==> src/rtl/sort4_signed_ctrl_pkg.sv <==
// -----------------------------------------------------------------------------
// sort4_signed_ctrl_pkg
// Shared definitions for the four-element signed bubble-sort controller:
// FSM state encoding and element / swap-count constants.
// -----------------------------------------------------------------------------
package sort4_signed_ctrl_pkg;

  typedef enum logic [1:0] {
    ST_IDLE = 2'd0,
    ST_CMP  = 2'd1,
    ST_DONE = 2'd2
  } state_e;

  localparam int N_ELEM    = 4;
  localparam int MAX_SWAPS = 6;
  localparam int CMP_WIDTH = 4;

endpackage : sort4_signed_ctrl_pkg

==> src/rtl/sort4_signed_ctrl_comp_sign.sv <==
// -----------------------------------------------------------------------------
// comp_sign
// Signed two's-complement magnitude comparator.
// Ports:
//   A, B : signed operands, WIDTH bits each
//   Gt   : A >  B
//   Eq   : A == B
//   Lt   : A <  B
// -----------------------------------------------------------------------------
module comp_sign #(
  parameter int WIDTH = 4
) (
  input  logic signed [WIDTH-1:0] A,
  input  logic signed [WIDTH-1:0] B,
  output logic                    Gt,
  output logic                    Eq,
  output logic                    Lt
);

  // Both operands are declared signed, so these are signed comparisons.
  assign Gt = (A > B);
  assign Eq = (A == B);
  assign Lt = (A < B);

endmodule : comp_sign

==> src/rtl/sort4_signed_ctrl.sv <==
// -----------------------------------------------------------------------------
// sort4_signed_ctrl
// Sorts four signed values into ascending order with a bubble sort that shares
// a single comp_sign comparator, one compare per clock. With EARLY_EXIT set,
// the sort stops after the first pass that makes no swaps.
// Ports:
//   clk, rst_n        : clock (rising edge), async active-low reset
//   start             : accepted only in IDLE; captures din0..din3
//   din0..din3        : signed operands (din0 is index 0)
//   busy              : high from the accept edge until done is driven
//   done              : one-cycle pulse, results valid
//   dout0..dout3      : ascending results (dout0 = minimum), held until next done
//   swaps             : number of swaps made by the last sort (0..6)
// -----------------------------------------------------------------------------
module sort4_signed_ctrl
  import sort4_signed_ctrl_pkg::*;
#(
  parameter int WIDTH      = CMP_WIDTH,
  parameter bit EARLY_EXIT = 1'b1
) (
  input  logic                    clk,
  input  logic                    rst_n,
  input  logic                    start,
  input  logic signed [WIDTH-1:0] din0,
  input  logic signed [WIDTH-1:0] din1,
  input  logic signed [WIDTH-1:0] din2,
  input  logic signed [WIDTH-1:0] din3,
  output logic                    busy,
  output logic                    done,
  output logic signed [WIDTH-1:0] dout0,
  output logic signed [WIDTH-1:0] dout1,
  output logic signed [WIDTH-1:0] dout2,
  output logic signed [WIDTH-1:0] dout3,
  output logic [2:0]              swaps
);

  state_e                  state_q;
  logic signed [WIDTH-1:0] r_q    [N_ELEM];
  logic signed [WIDTH-1:0] dout_q [N_ELEM];
  logic [1:0]              i_q;
  logic [1:0]              pass_end_q;
  logic                    swapped_q;
  logic [2:0]              cnt_q;
  logic                    busy_q;
  logic                    done_q;
  logic [2:0]              swaps_q;

  // Combinational next-state of the working set for the current compare.
  logic signed [WIDTH-1:0] op_a;
  logic signed [WIDTH-1:0] op_b;
  logic signed [WIDTH-1:0] r_d [N_ELEM];
  logic                    gt;
  logic                    swapped_d;
  logic [2:0]              cnt_d;
  logic                    pass_last;
  logic                    finish;
  logic [1:0]              i_nxt;

  // i never exceeds pass_end (<= 2) while comparing, so i+1 stays in range.
  assign i_nxt = i_q + 2'd1;
  assign op_a  = r_q[i_q];
  assign op_b  = r_q[i_nxt];

  comp_sign #(
    .WIDTH (WIDTH)
  ) u_comp (
    .A  (op_a),
    .B  (op_b),
    .Gt (gt),
    .Eq (),
    .Lt ()
  );

  // NOTE: every combinational output gets a default before any conditional
  // assignment so no path leaves it unassigned and no latch is inferred.
  always_comb begin
    r_d = r_q;
    if (gt) begin
      r_d[i_q]   = op_b;
      r_d[i_nxt] = op_a;
    end
  end

  // Equal operands give gt=0, so ties are never swapped and the sort is stable.
  assign swapped_d = swapped_q | gt;
  assign cnt_d     = cnt_q + {2'b00, gt};
  assign pass_last = (i_q == pass_end_q);
  // The swap made in the current cycle counts toward this pass.
  assign finish    = pass_last && ((pass_end_q == 2'd0) || (EARLY_EXIT && !swapped_d));

  // NOTE: state is updated only with non-blocking assignments so every register
  // samples the pre-edge values of the others, independent of statement order.
  always_ff @(posedge clk or negedge rst_n) begin
    if (!rst_n) begin
      state_q    <= ST_IDLE;
      i_q        <= '0;
      pass_end_q <= '0;
      swapped_q  <= 1'b0;
      cnt_q      <= '0;
      busy_q     <= 1'b0;
      done_q     <= 1'b0;
      swaps_q    <= '0;
      // NOTE: these arrays are four flops each, not a RAM, so they are reset
      // explicitly; an aborted sort must not leave stale results visible.
      for (int k = 0; k < N_ELEM; k++) begin
        r_q[k]    <= '0;
        dout_q[k] <= '0;
      end
    end else begin
      case (state_q)
        ST_IDLE: begin
          done_q <= 1'b0;
          if (start) begin
            r_q[0]     <= din0;
            r_q[1]     <= din1;
            r_q[2]     <= din2;
            r_q[3]     <= din3;
            i_q        <= 2'd0;
            pass_end_q <= 2'd2;
            swapped_q  <= 1'b0;
            cnt_q      <= '0;
            busy_q     <= 1'b1;
            state_q    <= ST_CMP;
          end
        end

        ST_CMP: begin
          r_q   <= r_d;
          cnt_q <= cnt_d;
          if (pass_last) begin
            if (finish) begin
              // Results are published on the final compare edge so that done
              // and the new dout/swaps values appear in the same cycle.
              dout_q  <= r_d;
              swaps_q <= cnt_d;
              done_q  <= 1'b1;
              busy_q  <= 1'b0;
              state_q <= ST_DONE;
            end else begin
              pass_end_q <= pass_end_q - 2'd1;
              i_q        <= 2'd0;
              swapped_q  <= 1'b0;
            end
          end else begin
            i_q       <= i_nxt;
            swapped_q <= swapped_d;
          end
        end

        ST_DONE: begin
          // start is ignored here; a new sort can be accepted next cycle.
          done_q  <= 1'b0;
          state_q <= ST_IDLE;
        end

        default: begin
          state_q <= ST_IDLE;
        end
      endcase
    end
  end

  assign busy  = busy_q;
  assign done  = done_q;
  assign dout0 = dout_q[0];
  assign dout1 = dout_q[1];
  assign dout2 = dout_q[2];
  assign dout3 = dout_q[3];
  assign swaps = swaps_q;

endmodule : sort4_signed_ctrl

==> config.mk <==
export PLATFORM = sky130hd
export DESIGN_NAME = sort4_signed_ctrl
export DESIGN_NICKNAME = d
export VERILOG_FILES = /design/src/rtl/sort4_signed_ctrl_pkg.sv /design/src/rtl/sort4_signed_ctrl_comp_sign.sv /design/src/rtl/sort4_signed_ctrl.sv
export SDC_FILE = /design/constraint.sdc
export NUM_CORES = 1
export LEC_CHECK = 0
export ABC_AREA = 1
export CAP_MARGIN = 20
export CORE_MARGIN = 3
export CORE_UTILIZATION = 62
export CTS_BUF_LIST = sky130_fd_sc_hd__clkbuf_8
export CTS_CLUSTER_DIAMETER = 40
export DETAILED_ROUTE_END_ITERATION = 8
export PLACE_DENSITY = 0.88
export SLEW_MARGIN = 10
export SYNTH_ARGS = -nofsm -noshare
export SYNTH_HDL_FRONTEND = slang
export SYNTH_SLANG_ARGS = --single-unit
==> constraint.sdc <==
create_clock -name clk -period 5.3 [get_ports clk]
set_clock_uncertainty 0.15 [all_clocks]
set_input_delay 0.53 -clock clk [delete_from_list [all_inputs] [get_ports clk]]
set_output_delay 0.53 -clock clk [all_outputs]
set_load 0.03 [all_outputs]
==> impl_metrics.py <==
metrics = {
    "logic_synthesis": {
        "yosysMostFrequentCell": "nand2_1",
        "synthTopCellsByArea": "dfrtp_1 39%, nand2_1 24%, nand3_1 10%",
        "synth-edff-count": 0,
        "synth_cells": 447,
        "ys_ff_latch": 47,
        "ys_async_sr_fraction_pct": 100.0,
        "syn_nets": 481,
        "synthFlopType": "dfrtp_1",
        "synth_cell_type_count": 23,
        "netlist_top_cells_count": "193 x nand2_1, 61 x nand3_1, 47 x dfrtp_1",
        "yosys.area.top_type": "dfrtp_1",
        "syn_avg_cell_area_um2": 6.810,
        "yosysTopAreaCellShare_pct": 38.64,
        "syn_area_mm2": 0.003044,
        "ys_warn_count": 0,
        "ys_seq_area_share_pct": 38.64,
    },
    "layout": {
        "area_delta_synth_final_pct": 16.69,
        "diodes": 0,
        "final_nets": 516,
        "drive_above_1_share_pct": 5.187,
        "final_cells": 547,
    },
    "sta": {
        "hold_viol": 0,
        "fmax_ghz": 0.2432,
        "final-setup-viol-count": 0,
        "setup_tns_ns": 0,
        "fin_crit_ns": 4.112,
        "grt_setup_unrepaired": "false",
        "tightest_slew_ns": 0.9033,
        "final.period_utilization_pct": 77.58,
        "report.final.slew_viol_count": 0,
        "whs_ns": 0.3449,
        "max_slew_margin_pct": 39.56,
    },
    "place": {
        "dp_hpwl_mm": 6.427,
        "place_congestion": 1.011,
        "dp.cells": 538,
        "io_buffers": 39,
    },
    "run": {
        "cap_violations": 0,
    },
    "global_route": {
        "grt_usage_pct": 31.56,
        "overflow": 0,
        "grt_max_degree": 48,
        "grt_pass1_wl_mm": 14.61,
        "grt_pass1_vias": 3008,
        "grt_antenna_before_repair": 0,
    },
    "worst_setup_path": {
        "crit_path_max_incr_delay_ns": 0.82,
        "crit_type": "flop to flop",
        "crit_fanout": 30,
        "critPathBufInv": 3,
        "crit_path_end_kind": "flop",
        "path_cells": "inv_4 > ha_1 > inv_1 > nand3_1 > nand2_1 > ha_1 > nand2_1 > nand3_2 > o21ai_4 > nand2_2 > nand2_2 > nand3_2 > inv_2 > nand2_1 > nand2_1",
        "crit_family": "simple AND/OR/NAND/NOR gates",
        "cpMostUsedCell": "nand2_1",
        "arrival_ns": 4.20,
        "critPathSlowestCell": "dfrtp_1",
        "cp.required_ns": 5.39,
        "cp-start-kind": "flop",
    },
    "die": {
        "dieArea_mm2": 0.005787,
        "start_util_pct": 67.14,
        "die_w_um": 76.07,
        "num_rows": 24,
        "core-area_mm2": 0.004534,
        "die_h_um": 76.07,
        "ios": 40,
    },
    "drt": {
        "ant_nets": 0,
        "routed_wl_mm": 8.938,
        "wl_per_cell_um": 16.34,
        "via_count": 3180,
        "via_per_inst": 5.814,
        "dr.pass1.iters": 6,
        "drc": 0,
        "drtIter0Drc": 367,
    },
    "clock_network": {
        "clk_latency_ns": 0.31,
        "cts_setup_buffers": 0,
        "cts_made_buffers": 5,
        "clockRootBuffer": "clkbuf_8",
        "htreeDepth": 2,
        "path_clk_slew_ns": 0.08,
        "cts_tree": "built",
        "cts_max_path_buffers": 2,
        "hold_buffers": 0,
        "ctsResizeCount": 0,
        "cts.sinks": 47,
    },
    "min_path": {
        "min_path_type": "flop to flop",
    },
    "status": {
        "outcome": "finished, final reports clean",
    },
}
==> metal layers <==
metal  share of wire [%]  track usage, %  vias to the layer above
met2                  47           53.10                      219
met5                   0               0                        -
met3                 9.9           4.846                       33
met1                  39           41.19                     1447
met4                 3.7           12.14                        0
li1                    -               -                     1481
==> path summary, 6_finish.rpt <==
check / from / endpoint / slack (ns) / depth (start not counted)
setup reg to reg: i_q[0]$_DFFE_PN0P_ / dout2[2]$_DFFE_PN0P_ / 1.19 / 15
hold reg to reg: dout1[2]$_DFFE_PN0P_ / dout1[2]$_DFFE_PN0P_ / 0.34 / 2
max in group asynchronous: rst_n / swaps[0]$_DFFE_PN0P_ / 4.05 / 3
min in group asynchronous: rst_n / i_q[1]$_DFFE_PN0P_ / 0.47 / 2
setup / recovery: i_q[0]$_DFFE_PN0P_ / dout2[2]$_DFFE_PN0P_ / 1.19 / 15
hold / removal: dout1[2]$_DFFE_PN0P_ / dout1[2]$_DFFE_PN0P_ / 0.34 / 2
==> metrics by stage <==
| stage | cell area [um^2] | setup slack [ns] | util, % |
|---|---|---|---|
| 3_3_place_gp | 3431 | 1.427 | 75.66 |
| 2_1_floorplan | 3044 | 2.095 | - |
| 4_1_cts | 3522 | 1.245 | 77.68 |
| 5_1_grt | 3552 | 0.8513 | 78.34 |
| 3_5_place_dp | 3431 | 1.227 | 75.66 |
| 6_report | 3552 | 1.188 | 78.34 |
==> worst reg2reg max path: cells and delay by family, from the launching register on <==
kind | cells | cell delay, ns
DFF | 1 | 0.82
adders and majority gates | 2 | 0.77
buffers and inverters | 3 | 0.72
AOI/OAI and AO/OA | 1 | 0.40
and+or+nand+nor | 9 | 1.22
==> cell families (layout without fill, tap and decap cells) <==
group,Yosys count,after routing,share of synthesized area (%)
buf+inv,50,85,7.644
xor+xnor,2,2,0.5755
fa+ha+maj,15,15,6.165
flops,47,47,38.64
simple gates,290,290,39.09
compound gates,43,43,7.891
==> placed cells by master (no fill, tap or decap) <==
cell type	Yosys	routed
nand2_1	193	193
nand3_1	61	61
dfrtp_1	47	47
clkdlybuf4s50_1	0	38
o21ai_0	30	30
inv_1	29	29
nor2_1	29	29
ha_1	15	15
a21oi_1	7	7
clkbuf_8	0	6
inv_2	4	4
o21bai_1	4	4
buf_4	3	3
nor2_2	2	2
nand3_2	2	2
nand2_2	2	2
inv_4	1	1
o21ai_4	1	1
and2_1	1	1
xnor2_1	1	1
xor2_1	1	1
a21oi_2	1	1
inv_6	0	1
dlygate4sd3_1	0	1
buf_2	1	1
buf_12	0	1
==> flip-flops by register name, summed over array words and instances, names as in the netlist, 3 cells and up <==
| signal | cells |
|---|---|
| dout1 | 4 |
| r_q | 16 |
| dout0 | 4 |
| dout2 | 4 |
| cnt_q | 3 |
| dout3 | 4 |
| swaps | 3 |
==> final cells by class <==
| class | instances | area, um^2 |
|---|---|---|
| multi-input combinational | 350 | 1635 |
| sequential | 47 | 1176 |
| fill | 306 | 982.2 |
| timing repair buffer | 44 | 437.9 |
| inverter | 34 | 130.1 |
| clock buffer | 6 | 82.58 |
| tap | 65 | 81.33 |
| clock inverter | 1 | 8.758 |
Power is not shown: default switching activity piles up to over one toggle a cycle in this logic, so the estimate is an artifact.
